$ cat config.mk
export PLATFORM = sky130hd
export DESIGN_NAME = godai_trace_recorder
export DESIGN_NICKNAME = d
export VERILOG_FILES = /design/src/rtl/godai_trace_pkg.sv /design/src/rtl/godai_trace_fifo.sv /design/src/rtl/godai_trace_recorder.sv
export SDC_FILE = /design/constraint.sdc
export NUM_CORES = 1
export LEC_CHECK = 0
export ABC_AREA = 0
export CAP_MARGIN = 20
export CORE_UTILIZATION = 46
export CTS_CLUSTER_DIAMETER = 30
export CTS_CLUSTER_SIZE = 24
export DETAILED_ROUTE_END_ITERATION = 10
export GPL_TIMING_DRIVEN = 0
export HOLD_SLACK_MARGIN = 0.05
export MAX_ROUTING_LAYER = met4
export SYNTH_ARGS = -nofsm -noshare
export SYNTH_HDL_FRONTEND = slang
export SYNTH_HIERARCHICAL = 1
export SYNTH_SLANG_ARGS = --single-unit
$ cat constraint.sdc
create_clock -name clk -period 17.55 [get_ports clk]
set_input_delay 4.3875 -clock clk [delete_from_list [all_inputs] [get_ports clk]]
set_output_delay 4.3875 -clock clk [all_outputs]
set_load 0.05 [all_outputs]
$ cat src/rtl/godai_trace_pkg.sv
// Shared definitions for the trace recorder: record type codes, record field
// widths and the default parameter values used by the recorder and its FIFO.
package godai_trace_pkg;

    localparam int DEF_ADDR_WIDTH = 32;
    localparam int DEF_FIFO_DEPTH = 8;
    localparam int DEF_TS_WIDTH   = 16;

    // Low-order record fields: type[1:0] followed by the taken bit.
    localparam int TYPE_W  = 2;
    localparam int TAKEN_W = 1;
    localparam int META_W  = TYPE_W + TAKEN_W;

    localparam int DROP_W  = 16;

    typedef enum logic [TYPE_W-1:0] {
        REC_NONE     = 2'b00,
        REC_BRANCH   = 2'b01,
        REC_JUMP     = 2'b10,
        REC_REDIRECT = 2'b11
    } rec_type_e;

endpackage

$ cat src/rtl/godai_trace_fifo.sv
// Synchronous record FIFO for the trace recorder.
// Ports:
//   clk, rst_n     - clock and asynchronous active-low reset (pointers only)
//   push, wr_data  - write request and record to store
//   pop            - read request; removes the head record
//   rd_data        - head record, forced to zero while empty
//   full, empty    - occupancy flags
// A push while full is accepted only when a pop happens in the same cycle.
module godai_trace_fifo
    import godai_trace_pkg::*;
#(
    parameter int DATA_W = DEF_TS_WIDTH + DEF_ADDR_WIDTH + META_W,
    parameter int DEPTH  = DEF_FIFO_DEPTH
) (
    input  logic              clk,
    input  logic              rst_n,
    input  logic              push,
    input  logic              pop,
    input  logic [DATA_W-1:0] wr_data,
    output logic [DATA_W-1:0] rd_data,
    output logic              full,
    output logic              empty
);

    localparam int PTR_W = $clog2(DEPTH);

    // Extra MSB on each pointer separates full from empty when indices match.
    logic [PTR_W:0]    wr_ptr;
    logic [PTR_W:0]    rd_ptr;
    logic [DATA_W-1:0] mem [DEPTH];
    logic              wr_en;
    logic              rd_en;

    assign empty = (wr_ptr == rd_ptr);
    assign full  = (wr_ptr[PTR_W] != rd_ptr[PTR_W]) &&
                   (wr_ptr[PTR_W-1:0] == rd_ptr[PTR_W-1:0]);

    assign rd_en = pop && !empty;
    assign wr_en = push && (!full || rd_en);

    // Storage holds data only; validity is tracked by the pointers.
    always_ff @(posedge clk) begin
        if (wr_en) begin
            mem[wr_ptr[PTR_W-1:0]] <= wr_data;
        end
    end

    always_ff @(posedge clk or negedge rst_n) begin
        if (!rst_n) begin
            wr_ptr <= '0;
            rd_ptr <= '0;
        end else begin
            if (wr_en) begin
                wr_ptr <= wr_ptr + 1'b1;
            end
            if (rd_en) begin
                rd_ptr <= rd_ptr + 1'b1;
            end
        end
    end

    // Masking keeps the output at zero after reset instead of stale storage.
    assign rd_data = empty ? '0 : mem[rd_ptr[PTR_W-1:0]];

endmodule

$ cat src/rtl/godai_trace_recorder.sv
// Instruction trace recorder: watches the core's fetch and control-flow
// signals, forms one timestamped record per cycle and buffers it for a
// valid/ready consumer.
// Ports:
//   clk, rst_n                 - clock and asynchronous active-low reset
//   enable_i                   - record capture enable
//   instr_req_i, instr_gnt_i,
//   instr_addr_i               - fetch handshake; granted address is latched
//   branch_req_i, branch_decision_i, jump_done_i, pc_set_i,
//   is_decoding_i, id_ready_i  - control-flow event sources
//   trace_valid_o, trace_ready_i, trace_data_o
//                              - record stream {timestamp, addr, type, taken}
//   overflow_o                 - sticky flag: a record was lost
//   drop_count_o               - saturating count of lost records
module godai_trace_recorder
    import godai_trace_pkg::*;
#(
    parameter int ADDR_WIDTH = DEF_ADDR_WIDTH,
    parameter int FIFO_DEPTH = DEF_FIFO_DEPTH,
    parameter int TS_WIDTH   = DEF_TS_WIDTH
) (
    input  logic                           clk,
    input  logic                           rst_n,
    input  logic                           enable_i,
    input  logic                           instr_req_i,
    input  logic                           instr_gnt_i,
    input  logic [ADDR_WIDTH-1:0]          instr_addr_i,
    input  logic                           branch_req_i,
    input  logic                           branch_decision_i,
    input  logic                           jump_done_i,
    input  logic                           pc_set_i,
    input  logic                           is_decoding_i,
    input  logic                           id_ready_i,
    output logic                           trace_valid_o,
    input  logic                           trace_ready_i,
    output logic [TS_WIDTH+ADDR_WIDTH+2:0] trace_data_o,
    output logic                           overflow_o,
    output logic [DROP_W-1:0]              drop_count_o
);

    localparam int REC_W = TS_WIDTH + ADDR_WIDTH + META_W;

    function automatic logic [DROP_W-1:0] sat_inc(input logic [DROP_W-1:0] v);
        return (v == {DROP_W{1'b1}}) ? v : v + 1'b1;
    endfunction

    logic [TS_WIDTH-1:0]   ts_p0;
    logic [ADDR_WIDTH-1:0] fetch_addr_p0;

    logic       branch_evt;
    logic       any_evt;
    rec_type_e  rec_type_p0;
    logic       rec_taken_p0;
    logic [REC_W-1:0] rec_p0;

    logic fifo_full;
    logic fifo_empty;
    logic fifo_push;
    logic fifo_pop;
    logic rec_drop;

    // Stage p0: event decode and record formation in the event cycle.
    assign branch_evt = branch_req_i && is_decoding_i && id_ready_i;
    assign any_evt    = branch_evt || jump_done_i || pc_set_i;

    // Only the highest-priority event of a cycle becomes a record.
    always_comb begin
        rec_type_p0  = REC_NONE;
        rec_taken_p0 = 1'b1;
        if (branch_evt) begin
            rec_type_p0  = REC_BRANCH;
            rec_taken_p0 = branch_decision_i;
        end else if (jump_done_i) begin
            rec_type_p0 = REC_JUMP;
        end else if (pc_set_i) begin
            rec_type_p0 = REC_REDIRECT;
        end
    end

    // Address comes from the register, i.e. the last grant before this edge.
    assign rec_p0 = {ts_p0, fetch_addr_p0, rec_type_p0, rec_taken_p0};

    assign fifo_pop  = trace_valid_o && trace_ready_i;
    assign fifo_push = enable_i && any_evt && (!fifo_full || fifo_pop);
    assign rec_drop  = enable_i && any_evt && fifo_full && !fifo_pop;

    always_ff @(posedge clk or negedge rst_n) begin
        if (!rst_n) begin
            ts_p0         <= '0;
            fetch_addr_p0 <= '0;
            overflow_o    <= 1'b0;
            drop_count_o  <= '0;
        end else begin
            ts_p0 <= ts_p0 + 1'b1;
            if (instr_req_i && instr_gnt_i) begin
                fetch_addr_p0 <= instr_addr_i;
            end
            if (rec_drop) begin
                overflow_o   <= 1'b1;
                drop_count_o <= sat_inc(drop_count_o);
            end
        end
    end

    // Stage p1: buffered records presented to the consumer.
    godai_trace_fifo #(
        .DATA_W (REC_W),
        .DEPTH  (FIFO_DEPTH)
    ) u_fifo (
        .clk     (clk),
        .rst_n   (rst_n),
        .push    (fifo_push),
        .pop     (fifo_pop),
        .wr_data (rec_p0),
        .rd_data (trace_data_o),
        .full    (fifo_full),
        .empty   (fifo_empty)
    );

    assign trace_valid_o = !fifo_empty;

endmodule

; Yosys cells after proc, flatten, opt, wreduce, memory -nomap -nowiden
; Memory sizes are Yosys's and may differ from the RTL's.
; Index checks and enable logic that the tools add are counted.
[classes]
addsub = 4
eq_ne = 4
n_mux = 7
bitwise = 1
reduce_logical = 19
[op_table]
columns = cell, n
row1 = 51-bit 2-to-1 mux, 1
row2 = "16-bit by 1-bit adder with 16-bit output, second input constant", 2
row3 = "16-bit equality test, second input constant", 1
row4 = 1-bit logical AND, 11
row5 = "4-bit by 1-bit adder with 4-bit output, second input constant", 2
row6 = 2-bit 2-to-1 mux, 3
row7 = 4-bit equality test, 1
row8 = 1-bit logical OR, 4
row9 = 3-bit equality test, 1
row10 = 1-bit zero test, 3
row11 = 1-bit 2-to-1 mux, 3
row12 = 2-bit AND reduction, 1
row13 = 1-bit inequality test, 1
row14 = 1-bit inverter, 1
[word_totals]
register_bits = 73
mem_bits_rw = 408
in_bits = 44
memories = 1
[memory_table]
columns = name, depth, width, read_ports, rd_clocked_by_memory_dff, wr, line
row1 = u_fifo.mem, 8, 51, 1, 0, 1, godai_trace_fifo.sv:30  ; logic [DATA_W-1:0] mem [DEPTH];

; Longest topological paths before layout
; Gate-level depths: netlist of the first run.
[logic_depth]
depth_word = 9
depth_mapped = 12
depth_no_buf = 8

; Modules after synthesis
; Netlist of the first run, hierarchy kept.
[by_module_without_submodules]
columns = mod, n_inst, cells_per_inst, area_per_inst_um2
row1 = godai_trace_fifo, 1, 705, 16010.4
row2 = godai_trace_recorder, 1, 212, 2761.4

; Worst setup path after synthesis of the first run
; OpenSTA, ideal clock, no wires.
[synth_path]
path_kind = input port to flip-flop
from = input port id_ready_i
to = memory u_fifo/mem[3][0] (netlist name) (enable)
arrival_ns = 10.410
required_ns = 16.946
setup_slack_ns = 6.536
path_stages = 5
path_cell_list = a311o_2 > nand2_1 > a21oi_1 > nand2_1 > nor4b_1
[synth_between]
elab_chain_cells = 8
[synth_rtl]
columns = item, line
row1 = start: declaration, godai_trace_recorder.sv:33  ; input logic id_ready_i,
row2 = 1-bit logical AND, godai_trace_recorder.sv:63  ; assign branch_evt = branch_req_i && is_decoding_i && id_ready_i;
row3 = 1-bit logical OR (2 in series), godai_trace_recorder.sv:64  ; assign any_evt = branch_evt || jump_done_i || pc_set_i;
row4 = 1-bit logical AND (2 in series), godai_trace_recorder.sv:84  ; assign fifo_push = enable_i && any_evt && (!fifo_full || fifo_pop);
row5 = via fifo_push, godai_trace_recorder.sv:58  ; logic fifo_push;
row6 = 1-bit logical AND, godai_trace_fifo.sv:39  ; assign wr_en = push && (!full || rd_en);
row7 = 1-bit 2-to-1 mux, godai_trace_fifo.sv:43  ; if (wr_en) begin
row8 = 1-bit 2-to-1 mux (not written as such), godai_trace_fifo.sv:44  ; mem[wr_ptr[PTR_W-1:0]] <= wr_data;
row9 = end: declaration, godai_trace_fifo.sv:30
; The timed path passes the listed nets, and every way through them passes these cells.

; Final worst setup path of the first run
[layout_path]
from = register u_fifo.rd_ptr[0]
to = output port trace_data_o[40]
[layout_between]
elab_chain_cells = 2
word_cells_on_any_way = 3
[layout_rtl]
columns = item, line
row1 = start: declaration, godai_trace_fifo.sv:29  ; logic [PTR_W:0] rd_ptr;
row2 = start signal: assignment, godai_trace_fifo.sv:57  ; rd_ptr <= rd_ptr + 1'b1;
row3 = memory read 8 x 51 bit or 4-bit equality test (tied branches), n/a
row4 = 51-bit 2-to-1 mux *, godai_trace_fifo.sv:63  ; assign rd_data = empty ? '0 : mem[rd_ptr[PTR_W-1:0]];
row5 = end: declaration, godai_trace_recorder.sv:36  ; output logic [TS_WIDTH+ADDR_WIDTH+2:0] trace_data_o,
; Mark *: on every way between the ends. The rest lies on a longest branch, timed or not.

==> impl_metrics.csv, run 1 <==
group,metric,value,unit
cells_and_area,drive_above_1_share,0.3184,
route,vias,9785,
timing,setup-tns-final,0,ns
clocking,clock_latency,0.62,ns
die,core-area,40010,um2
global_route,antenna_found_initial,1,
synthesis,yosys.area.top_type,"edfxtp_1",
global_route,grtUsageTotal,0.2174,
timing,clock_skew,0.02155,ns
die,die_w,204.0,um
timing,hold_viol_final,0,
outcome,status,"finished clean",
route,drc,0,
cells_and_area,utilization,0.6172,
global_route,grt_remaining_overflow,0,
synthesis,synth_cell_types,43,
placed_design,port_buffers,112,
setup_path,cp-end-kind,"output port",
synthesis,synth_area,18770,um2
route,wl,41810,um
die,die_area,41620,um2
timing,tightest_slew,1.083,ns
clocking,cts.repair.resized,0,
synthesis,yosys-top-cells-area,"edfxtp_1, mux4_2, dfrtp_1, mux2i_1, mux2_2",
setup_path,cp.required,13.16,ns
setup_path,worstSetupPathType,"reg2out",
synthesis,synth.most_common_cell,"edfxtp_1",
setup_path,arrival,3.44,ns
worst_hold_path,min_from,"overflow_o",
timing,period_needed,7.831,ns
setup_path,reg2reg_from,"u_fifo/rd_ptr[0]",
power,power.density,201.8,nW/um2
clocking,post_cts_buffers,0,
setup_path,reg2reg_to,"u_fifo/mem[2][43]",
setup_path,worstPathMaxFanout,10,
synthesis,ys_ff_latch,481,
global_route,grt_max_degree,53,
clocking,numCtsBuffers,97,
placed_design,gp_congestion,0.7773,
setup_path,slowest_delay,0.76,ns
timing,timing.final.crit_share,0.4462,
cells_and_area,nFillCells,2879,
setup_path,rrSetupSlack,13.02,ns
synthesis,synth.top_cell.area_share,0.6527,
power,p_leak,8.988,nW
clocking,cts.sinks,481,
route,ant_nets,0,
placed_design,placedCellCount,1616,
clocking,ctsRootBufferMaster,"clkbuf_16",
setup_path,reg2reg_depth,14,
setup_path,crit_family,"buffers and inverters",
worst_hold_path,hp-class,"reg2reg",
cells_and_area,area_growth_syn_to_layout,31.53,%
route,drt-initial-drc-count,750,
setup_path,cpMostUsedCell,"buf_2",
timing,setup_viol,0,
synthesis,synthCells,917,
clocking,cts_hold_buf,0,
setup_path,start_kind,"flop",
clocking,clockBufferDepth,3,
route,wire_per_inst,23.22,um
synthesis,ys_seq_area_frac,0.7500,
placed_design,dp_hpwl,26260,um
cells_and_area,ff_latch_area,14080,um2
global_route,first_global_vias,10550,
route,drtPass1Iterations,5,
global_route,grt_pass1_wl,64120,um
timing,fmax,127.7,MHz
clocking,cts_tree,"built",
synthesis,syn_nets,965,
timing,slew_headroom,0.2721,
worst_hold_path,min_to,"overflow_o",
synthesis,synthArstFlopShare,0.1518,
synthesis,synth_common_cells,"edfxtp_1, mux4_2, dfrtp_1, nor2_1, mux2i_1",
synthesis,synthFlopType,"edfxtp_1",
die,die_y,204.0,um
clocking,h-tree-depth,3,
worst_hold_path,hold_depth,1,
setup_path,cp_cell_sequence,"buf_2, xnor2_1, and4_1, buf_2, clkbuf_1, nor2_1, clkdlybuf4s50_1",
route,vias_per_cell,5.433,
synthesis,syn_avg_cell_area,20.47,um2
synthesis,synth_edf_count,408,
cells_and_area,final_cells,1801,
die,ios,113,
job,drv_cap,0,
setup_path,critPathBufInv,4,
clocking,clkSlewWorstSetupHoldPaths,0.05,ns
die,initial_core_util,0.4692,
setup_path,slowest_stage,"clkdlybuf4s50_1",
cells_and_area,nets,1238,
power,ir_worst_vdd,0.0001660,V
synthesis,yosysWarnings,6,
die,rows,73,
timing,drv_slew,0,
timing,rsz0062_at_grt,"no",
cells_and_area,multiInputGateArea,4447,um2
-- power by group --
group / internal, mW / switching (mW) / total (mW) / leakage [nW]
Combinational: 0.619 / 1.01 / 1.63 / 2.60
Sequential: 1.40 / 0.0523 / 1.45 / 4.74
Clock: 1.31 / 0.597 / 1.90 / 1.65
Total: 3.33 / 1.66 / 4.98 / 8.99
-- registers in the layout, indices dropped and copies added, names as in the netlist --
name	count
overflow_o	1
ts_p0	16
fetch_addr_p0	32
u_fifo/rd_ptr	4
u_fifo/mem	408
u_fifo/wr_ptr	4
drop_count_o	16
-- per-stage QoR --
step	setup slack [ns]	power, mW	hold slack [ns]	area (um2)
final	9.719	4.983	0.4731	24690
after global routing	9.503	5.172	0.5020	24690
after CTS	9.632	5.041	0.4769	24690
after detailed placement	9.941	3.118	0.4577	21250
after global placement	0.3278	3.085	0.4523	20550
after floorplan	6.536	2.559	0.5346	18770
-- kinds of logic (layout without fill, tap and decap cells) --
logic type,after synthesis,after routing,share of synthesized area
and+or+nand+nor,145,145,0.03933
other,0,1,0
buffers and inverters,53,411,0.01566
adders and majority gates,4,4,0.002666
muxes,189,189,0.1714
xor gates and xnor gates,36,36,0.01720
AOI/OAI and AO/OA,9,9,0.003799
DFF,481,481,0.7500
-- layout by cell type, fill, tap and decap left out, drive strengths merged --
| cell type | count |
|---|---|
| clkbuf | 137 |
| nor4b | 2 |
| a21oi | 1 |
| buf | 96 |
| mux2 | 36 |
| clkdlybuf4s50 | 111 |
| nand2b | 5 |
| nand4 | 13 |
| and3 | 2 |
| bufinv | 18 |
| dfrtp | 73 |
| or2 | 1 |
| nor4 | 17 |
| nor3 | 6 |
| xor2 | 20 |
| xnor2 | 16 |
| and2 | 1 |
| o21a | 1 |
| diode | 1 |
| inv | 16 |
| mux2i | 51 |
| o21ai | 2 |
| nand2 | 18 |
| clkinvlp | 10 |
| nand3 | 14 |
| edfxtp | 408 |
| clkinv | 23 |
| and4 | 4 |
| o311ai | 2 |
| ha | 4 |
| nor2 | 60 |
| mux4 | 102 |
| o31ai | 2 |
| nor3b | 1 |
| or4 | 1 |
| a311o | 1 |
-- routing by layer --
layer	global-route usage	share of wire	vias up
met2	0.3365	0.49	278
li1	-	-	4294
met5	-	0	-
met4	0.06903	0.019	0
met3	0.05102	0.053	65
met1	0.2864	0.44	5148
-- worst max-delay path by stage --
| stage | start | to | slack, ns | cells past startpoint |
|---|---|---|---|---|
| after global routing | u_fifo/rd_ptr[0] | trace_data_o[40] | 9.50 | 7 |
| after detailed placement | id_ready_i | u_fifo/mem[2][45] | 9.94 | 10 |
| after global placement | id_ready_i | u_fifo/mem[3][45] | 0.33 | 6 |
| final | u_fifo/rd_ptr[0] | trace_data_o[40] | 9.72 | 7 |
| after CTS | u_fifo/rd_ptr[0] | trace_data_o[40] | 9.63 | 7 |
| after floorplan | id_ready_i | u_fifo/mem[3][0] | 6.54 | 5 |
-- worst reg2reg max path, delay by kind of cell, from the launching register on --
kind | cells | cell delay [ns]
buffers and inverters | 9 | 1.89
flip-flops | 1 | 0.38
XOR/XNOR | 1 | 0.26
AND/OR/NAND/NOR | 4 | 1.71
-- final cells by class --
cell class                 instances  area share
sequential                       481      0.5702
tap                              525     0.02661
clock inverter                    61     0.03512
clock buffer                     123      0.1043
multi-input combinational        383      0.1801
buffer                            47     0.01100
inverter                           6   0.0009122
timing repair buffer             174     0.07166
antenna                            1   0.0001014
Note: power is estimated with default switching activity, not from simulation.
==> run 2: changes to the inputs <==
clock period = 8 ns   (was 17.55 ns; I/O delays follow)
==> run 2 against run 1 <==
  * Sequential power increased by 120%
  * Combinational power increased by 120%
  * Hold slack improved by 0.016 ns
  * Via count decreased by 0.84%
  * Clock power increased by 110%
  * Die area unchanged
  * Total power increased by 120%
  * Wire length decreased by 2.4%
  * Cell count decreased by 0.89%
  * Cell area decreased by 0.41%
  * Sequential cell count unchanged
  * Highest routed layer unchanged
==> impl_metrics.csv, run 2 (synthesis results as in run 1) <==
group,metric,value,unit
die,die_y,204.0,um
global_route,first_global_vias,10170,
timing,timing.final.crit_share,0.6825,
global_route,antenna_found_initial,0,
timing,tightest_slew,1.090,ns
route,drc,0,
setup_path,reg2reg_to,"u_fifo/mem[2][41]",
route,drt-initial-drc-count,750,
outcome,status,"finished clean",
setup_path,cp_cell_sequence,"buf_2, xnor2_1, and4_1, buf_2, clkbuf_1, nor2_1, clkdlybuf4s50_1",
worst_hold_path,min_from,"overflow_o",
job,drv_cap,0,
timing,clock_skew,0.01787,ns
placed_design,dp_hpwl,25260,um
clocking,clock_latency,0.61,ns
timing,setup_viol,0,
worst_hold_path,hp-class,"reg2reg",
die,initial_core_util,0.4692,
timing,hold_viol_final,0,
timing,rsz0062_at_grt,"no",
die,ios,113,
timing,slew_headroom,0.2733,
timing,hold_ws,0.4890,ns
cells_and_area,nFillCells,2889,
placed_design,port_buffers,112,
timing,period_needed,5.460,ns
route,wire_per_inst,22.87,um
power,p_leak,8.892,nW
cells_and_area,ff_latch_area,14080,um2
cells_and_area,area_growth_syn_to_layout,30.99,%
global_route,grt_pass1_wl,62360,um
setup_path,reg2reg_from,"u_fifo/wr_ptr[1]",
clocking,cts.sinks,481,
cells_and_area,mostFrequentLayoutCells,"edfxtp_1, clkdlybuf4s50_1, mux4_2",
setup_path,cpMostUsedCell,"buf_2",
route,ant_nets,0,
worst_hold_path,min_to,"overflow_o",
setup_path,slowest_delay,0.77,ns
clocking,cts_hold_buf,0,
timing,fmax,183.2,MHz
worst_hold_path,hold_depth,1,
setup_path,worstPathMaxFanout,10,
cells_and_area,final_cells,1785,
power,power.density,439.1,nW/um2
cells_and_area,drive_above_1_share,0.3206,
clocking,clockBufferDepth,3,
global_route,grtUsageTotal,0.2112,
die,core-area,40010,um2
placed_design,gp_congestion,0.7618,
power,ir_worst_vdd,0.0002014,V
setup_path,reg2reg_depth,15,
setup_path,slowest_stage,"clkdlybuf4s50_1",
clocking,cts.repair.resized,0,
cells_and_area,largest_reg_flops,408,
die,die_w,204.0,um
setup_path,cp-end-kind,"output port",
die,die_area,41620,um2
clocking,numCtsBuffers,97,
setup_path,cp.required,6.00,ns
clocking,ctsRootBufferMaster,"clkbuf_16",
cells_and_area,multiInputGateArea,4473,um2
route,vias,9703,
placed_design,placedCellCount,1603,
route,wl,40820,um
timing,setup-tns-final,0,ns
cells_and_area,antennaDiodeCount,0,
setup_path,worstSetupPathType,"reg2out",
setup_path,start_kind,"flop",
clocking,cts_tree,"built",
route,drtPass1Iterations,5,
global_route,grt_max_degree,44,
cells_and_area,final_common_cell,"edfxtp_1",
clocking,h-tree-depth,3,
die,rows,73,
timing,drv_slew,0,
clocking,post_cts_buffers,0,
route,vias_per_cell,5.436,
setup_path,rrSetupSlack,3.48,ns
clocking,clkSlewWorstSetupHoldPaths,0.05,ns
global_route,grt_remaining_overflow,0,
cells_and_area,nets,1225,
setup_path,arrival,3.46,ns
run 2: changes by cell type in the layout (fill, tap and decap cells not counted), sizes merged:
cell      delta
buf         -13
clkbuf      -10
bufinv       -6
clkinv       +5
clkinvlp     +5
inv          +4
diode        -1
run 2: layout make-up:
cell class | instances | area share
buffer | 47 | 0.01104
clock buffer | 113 | 0.1049
clock inverter | 69 | 0.03170
inverter | 6 | 0.0009159
multi-input combinational | 383 | 0.1819
sequential | 481 | 0.5726
tap | 525 | 0.02671
timing repair buffer | 161 | 0.07022
run 2: per-layer routing:
metal	GRT usage	part of all wire
met5	-	0
met4	0.06397	0.021
met3	0.04592	0.045
met2	0.3262	0.50
met1	0.2828	0.44
run 2: where the power goes:
group | internal (mW) | switching, mW
logic | 1.36 | 2.21
registers | 3.07 | 0.114
clock network | 2.71 | 1.33
run 2: how the worst max path moves through the flow:
stage	depth (start not counted)	start	slack, ns	end
3_3_place_gp	6	trace_ready_i	-6.31	u_fifo/mem[2][45]
6_report	7	u_fifo/wr_ptr[1]	2.54	trace_data_o[33]
5_1_grt	7	u_fifo/rd_ptr[0]	2.42	trace_data_o[33]
3_5_place_dp	10	id_ready_i	2.54	u_fifo/mem[2][41]
2_1_floorplan	5	id_ready_i	-0.15	u_fifo/mem[2][0]
4_1_cts	7	u_fifo/wr_ptr[1]	2.53	trace_data_o[33]
run 2: worst max-delay path, delay by kind of cell (launching register included):
family                 cells  cell delay [ns]
buffers and inverters      4             1.78
XOR/XNOR                   1             0.25
AND/OR/NAND/NOR            2             0.45
flip-flops                 1             0.37
run 2: stage by stage:
| stage | setup WS, ns | util | total power, mW | area, um2 |
|---|---|---|---|---|
| after floorplan | -0.1517 | - | 5.609 | 18790 |
| after global placement | -6.309 | 0.5141 | 6.759 | 20570 |
| after detailed placement | 2.539 | 0.5307 | 6.838 | 21230 |
| after CTS | 2.527 | 0.6146 | 10.92 | 24590 |
| after global routing | 2.423 | 0.6146 | 11.20 | 24590 |
| final | 2.540 | 0.6146 | 10.80 | 24590 |
